File: src/rtl/arb_pkg.sv
// Shared constants and state type for the 8-way round-robin arbiter.
package arb_pkg;

    localparam int N_REQ = 8;
    localparam int IDX_W = 3;
    localparam logic [IDX_W-1:0] IDX_NONE = 3'b111;

    typedef enum logic {
        IDLE = 1'b0,
        BUSY = 1'b1
    } arb_state_t;

endpackage

File: src/rtl/rr_arbiter_8_if.sv
// Request/grant bundle between requesters (master) and the arbiter (slave).
interface rr_arbiter_8_if;
    import arb_pkg::*;

    logic [N_REQ-1:0] req;
    logic             done;
    logic [N_REQ-1:0] gnt;
    logic [IDX_W-1:0] gnt_idx;
    logic             gnt_vld;
    logic             busy;
    logic             timeout;

    modport master (
        output req, done,
        input  gnt, gnt_idx, gnt_vld, busy, timeout
    );

    modport slave (
        input  req, done,
        output gnt, gnt_idx, gnt_vld, busy, timeout
    );

endinterface

File: src/rtl/onehot_enc8.sv
// Combinational 8-bit one-hot to binary encoder; idx is IDX_NONE unless exactly one bit is set.
module onehot_enc8
    import arb_pkg::*;
(
    input  logic [N_REQ-1:0] oh,
    output logic [IDX_W-1:0] idx,
    output logic             vld
);

    always_comb begin
        idx = IDX_NONE;
        vld = $onehot(oh);
        if (vld) begin
            for (int i = 0; i < N_REQ; i++) begin
                if (oh[i]) idx = IDX_W'(i);
            end
        end
    end

endmodule

File: src/rtl/rr_arbiter_8.sv
// Round-robin arbiter for 8 requesters with registered one-hot grant, index and valid.
// Optional forced release after TIMEOUT_CYC busy cycles when ARB_TIMEOUT_EN is defined.
module rr_arbiter_8
    import arb_pkg::*;
#(
    parameter logic [IDX_W-1:0] PTR_INIT = 3'd0
`ifdef ARB_TIMEOUT_EN
    ,
    parameter int TIMEOUT_CYC = 16
`endif
) (
    input  logic           clk,
    input  logic           rst,
    rr_arbiter_8_if.slave  bus
);

    arb_state_t       state, state_n;
    logic [IDX_W-1:0] ptr, ptr_n;
    logic [N_REQ-1:0] gnt_p1, gnt_n;
    logic [IDX_W-1:0] idx_p1, idx_n;
    logic             vld_p1, vld_n;
    logic             rel;
    logic             force_rel;

    logic [IDX_W-1:0] win, cand;
    logic             found;
    logic [N_REQ-1:0] win_oh;

    // Rotating-priority search starting at ptr
    always_comb begin
        found = 1'b0;
        win   = ptr;
        cand  = ptr;
        for (int k = 0; k < N_REQ; k++) begin
            cand = ptr + IDX_W'(k);
            if (!found && bus.req[cand]) begin
                win   = cand;
                found = 1'b1;
            end
        end
    end

    assign win_oh = found ? (N_REQ'(1) << win) : '0;
    assign rel    = bus.done | ~bus.req[idx_p1];

`ifdef ARB_TIMEOUT_EN
    localparam int TMR_W = $clog2(TIMEOUT_CYC) + 1;
    logic [TMR_W-1:0] timer;
    logic             timeout_p1;

    always_ff @(posedge clk) begin
        if (rst || state == IDLE) timer <= '0;
        else                      timer <= timer + 1'b1;
    end

    assign force_rel = (state == BUSY) && !rel && (timer == TMR_W'(TIMEOUT_CYC - 1));

    always_ff @(posedge clk) begin
        if (rst) timeout_p1 <= 1'b0;
        else     timeout_p1 <= force_rel;
    end

    assign bus.timeout = timeout_p1;
`else
    assign force_rel   = 1'b0;
    assign bus.timeout = 1'b0;
`endif

    always_comb begin
        state_n = state;
        ptr_n   = ptr;
        gnt_n   = gnt_p1;
        case (state)
            IDLE: begin
                if (found) begin
                    gnt_n   = win_oh;
                    state_n = BUSY;
                end
            end
            BUSY: begin
                if (rel || force_rel) begin
                    gnt_n   = '0;
                    ptr_n   = idx_p1 + 1'b1;
                    state_n = IDLE;
                end
            end
            default: state_n = IDLE;
        endcase
    end

    onehot_enc8 u_enc (
        .oh  (gnt_n),
        .idx (idx_n),
        .vld (vld_n)
    );

    // Stage 1: registered grant, index and valid
    always_ff @(posedge clk) begin
        if (rst) begin
            state  <= IDLE;
            ptr    <= PTR_INIT;
            gnt_p1 <= '0;
            idx_p1 <= IDX_NONE;
            vld_p1 <= 1'b0;
        end else begin
            state  <= state_n;
            ptr    <= ptr_n;
            gnt_p1 <= gnt_n;
            idx_p1 <= idx_n;
            vld_p1 <= vld_n;
        end
    end

    assign bus.gnt     = gnt_p1;
    assign bus.gnt_idx = idx_p1;
    assign bus.gnt_vld = vld_p1;
    assign bus.busy    = (state == BUSY);

endmodule
File: src/flat_wrapper.sv
// flat-port wrapper written by rule: the top's interface ports become plain ports
module rr_arbiter_8_flat import arb_pkg::*;
#(
    parameter logic [IDX_W-1:0] PTR_INIT = 3'd0

)
  (clk, rst, bus_req, bus_done, bus_gnt, bus_gnt_idx, bus_gnt_vld, bus_busy, bus_timeout);
  rr_arbiter_8_if bus_i ();
  input  logic clk;
  input  logic rst;
  input wire logic [$bits(bus_i.req)-1:0] bus_req;
  input wire logic [$bits(bus_i.done)-1:0] bus_done;
  output wire logic [$bits(bus_i.gnt)-1:0] bus_gnt;
  output wire logic [$bits(bus_i.gnt_idx)-1:0] bus_gnt_idx;
  output wire logic [$bits(bus_i.gnt_vld)-1:0] bus_gnt_vld;
  output wire logic [$bits(bus_i.busy)-1:0] bus_busy;
  output wire logic [$bits(bus_i.timeout)-1:0] bus_timeout;
  assign bus_i.req = bus_req;
  assign bus_i.done = bus_done;
  assign bus_gnt = bus_i.gnt;
  assign bus_gnt_idx = bus_i.gnt_idx;
  assign bus_gnt_vld = bus_i.gnt_vld;
  assign bus_busy = bus_i.busy;
  assign bus_timeout = bus_i.timeout;
  rr_arbiter_8 #(.PTR_INIT(PTR_INIT)) u_core (.clk(clk), .rst(rst), .bus(bus_i));
endmodule
File: config.mk
export PLATFORM = sky130hd
export DESIGN_NAME = rr_arbiter_8_flat
export DESIGN_NICKNAME = d
export VERILOG_FILES = /design/src/rtl/arb_pkg.sv /design/src/rtl/rr_arbiter_8_if.sv /design/src/rtl/onehot_enc8.sv /design/src/rtl/rr_arbiter_8.sv /design/src/flat_wrapper.sv
export SDC_FILE = /design/constraint.sdc
export NUM_CORES = 1
export LEC_CHECK = 0
export ABC_AREA = 1
export BUFFER_PORTS_ARGS = -buffer_cell sky130_fd_sc_hd__buf_2
export CAP_MARGIN = 30
export CORE_UTILIZATION = 35
export DETAILED_ROUTE_END_ITERATION = 8
export GPL_ROUTABILITY_DRIVEN = 0
export HOLD_SLACK_MARGIN = 0.1
export PLACE_DENSITY_LB_ADDON = 0.08
export SYNTH_ARGS = -nofsm -noshare
export SYNTH_HDL_FRONTEND = slang
export SYNTH_SLANG_ARGS = --single-unit
File: constraint.sdc
create_clock -name clk -period 5 [get_ports clk]
set_clock_uncertainty 0.1 [all_clocks]
set_input_delay 0.5 -clock clk [delete_from_list [all_inputs] [get_ports clk]]
set_output_delay 0.5 -clock clk [all_outputs]
set_load 0.01 [all_outputs]
==> flow_summary.toml <==
[setup_path]
timing.critical_path.required_ns = 5.04
cp-startpoint = "u_core.ptr[0]"
cp_arrival_ns = 5.13
critical_path.max_fanout = 6
critPathMostFrequentCell = "nand2_1"
critPathKind = "reg2reg"
critical-path-slowest-cell = "fa_1"
critical_path.endpoint_type = "register"
worst_reg2reg_path_startpoint = "u_core.ptr[0]"
crit_path_max_incr_delay_ns = 0.50
setup.worst_path.start_class = "register"

[global_route]
first_global_vias = 1964
number_of_antenna_violations_at_the_first_check_in_global_routing = 0
pin_count_of_the_biggest_net_entering_global_routing = 13
global_route.overflow_total = 0
global_route_wire_length_before_repair_mm = 9.00
gr-usage-all-layers_pct = 20.8

[timing]
finalHoldWorstSlack_ns = 0.494
finalSetupViolations = 4
timing.fmax_ghz = 0.196
final-max-slew-violation-count = 0
min_period_ns = 5.09
timing.final.ws_setup_ns = -0.0902
unrepaired_setup_endpoints_after_global_routing = "yes"
post-route-period-util_pct = 102
hold_viol = 0

[yosys]
synth.area.top_cells = "nand2_1 21%, dfxtp_1 17%, nand3_1 11%, nor2_1 5.8%, inv_1 5.4%"
yosys.area.top_type = "nand2_1"
cell_area_after_technology_mapping_mm2 = 0.00188
ys_warn_count = 0
syn-num-nets = 333
synthesis.area_per_instance_um2 = 6.05
ys_ff_latch = 16
post_synth_top_area_share_pct = 20.8
synthDistinctLibCells = 36
postSynthCellCount = 310
synth_seq_area_share_pct = 17.1

[worst_hold_path]
worst_hold_path_type = "in2reg"
worst_hold_startpoint = "rst"

[floorplan]
die_area_mm2 = 0.00566
top_level_ports = 25
initial_core_utilization_pct = 36.5
chip_height_um = 75.2
placementRows = 26
chipWidth_um = 75.2
area_of_the_core_mm2 = 0.00514

[cts]
htree_levels = 1
cts.sink_count = 16
tritoncts.num_buffers = 3
cts_clk_pin_slew_worst_paths_ns = 0.07
clk-insertion-delay-late_ns = 0.25
cts.root.buffer_cell = "clkbuf_8"
cts_max_path_buffers = 2
cts_hold_buffers = 0
tritoncts = "yes"

[placement]
dp_hpwl_mm = 4.27
preCtsSetupSlack_ns = -0.222
port_buffers = 23
dpl_cell_area_mm2 = 0.00240

[routing]
totalWireLength_mm = 5.50
via_count = 2153
vias_per_cell = 4.68
route.antenna.remaining_nets = 0
wl_per_cell_um = 12.0
drc = 0
detailedRoute.firstIterationViolations = 67
detailedRoute.firstPassIterationCount = 4

[layout]
multi_input_area_mm2 = 0.00161
layout-area-overhead-vs-synth_pct = 50.0
seq_area_um2 = 323
finalInstanceArea_mm2 = 0.00281
utilization_pct = 54.7
final_layout_size_suffix_gt1_share_pct = 46.4
antenna-diode-count = 0
final.fill_count = 538
nets = 414

[run_status]
run_status = "finished, violations left"
violations_in_the_final_reports = "negative setup slack"

[power_and_ir_drop]
total_power_mw = 1.35
total_leakage_power_nw = 1.43
worst_ir_drop_vdd_v = 0.000393
powerDensity_mw_per_mm2 = 482

[flow_run]
drv_cap = 0
## cells in the mapped netlist, drive strengths merged
cell     instances
nand3           45
xor2             2
o2111ai          2
a22oi            1
buf              6
nand2          113
ha               8
a21oi            7
o21bai           1
fa               4
clkinv           2
nor2            37
o32ai            2
o21ai           12
dfxtp           16
inv             40
clkbuf           1
o21a             1
a31oi            1
o31ai            1
nand4            3
conb             1
a211oi           1
a21boi           1
xnor2            2
## final timing paths
kind	endpoint	slack, ns	depth (start not counted)
min	u_core.bus.gnt[3]	0.49	2
max	u_core.bus.gnt_idx[2]	-0.09	32
min reg2reg	u_core.bus.gnt[5]	0.53	4
max reg2reg	u_core.bus.gnt_idx[2]	-0.09	32
## flip-flops by register name (all words and copies together), names as in the netlist
register and count:
u_core.bus.busy 1, u_core.bus.gnt_vld 1, u_core.ptr 3, u_core.bus.gnt_idx 3, u_core.bus.gnt 8
## layout by cell type, fill, tap and decap left out, types with 6 or more instances in the layout
cell type and count:
nand2_1 88, nand3_1 24, nand2_2 24, inv_2 14, nor2_4 6, buf_4 59
nand3_2 15, nor2_1 25, nand3_4 6, ha_1 6, inv_1 24, nor2_2 6
dfxtp_1 14, buf_2 23
## kinds of logic (layout without fill, tap and decap cells)
logic type	count (synthesis)	after routing	share of synthesized area (%)
and+or+nand+nor	198	198	47.8
other	1	1	0.200
AOI/OAI and AO/OA	30	30	11.8
xor gates and xnor gates	4	4	1.87
buffers and inverters	49	129	11.7
adders and majority gates	12	12	9.61
DFF	16	16	17.1
## power by group
| part | internal, mW | total [mW] | switching, mW |
|---|---|---|---|
| clock | 0.0698 | 0.116 | 0.0461 |
| sequential | 0.153 | 0.174 | 0.0216 |
| combinational | 0.494 | 1.06 | 0.570 |
| total | 0.717 | 1.35 | 0.638 |
## metal layers
metal  global-route usage [%]  routed length, um
met3                     2.81                166
met1                     30.5               2750
met2                     33.8               2550
met5                        0                  0
met4                     1.85                 42
## layout make-up
type / instances / area share, %
Clock buffer: 4 / 1.96
Tap cell: 70 / 3.11
Inverter: 42 / 6.01
Multi-Input combinational cell: 245 / 57.2
Timing Repair Buffer: 83 / 20.2
Sequential cell: 16 / 11.5
## worst max-delay path, delay by kind of cell (launching register included)
family / cells / cell delay [ns]
fa+ha+maj: 6 / 2.21
simple gates: 16 / 1.16
compound gates: 4 / 0.62
buf+inv: 6 / 0.56
flops: 1 / 0.35
## repair_timing
item	CTS	global route
resized for setup	33	31
setup buffers	8	3
pin swaps	11	8
setup endpoints to repair	4	4
## metrics by stage
stage                     cells  setup TNS (ns)
after global routing        460           -1.43
after CTS                   457          -0.147
after floorplan             310               0
after detailed placement    445          -0.579
final                       460          -0.198
after global placement      445          -0.477
Power figures use the tool's default switching activity.
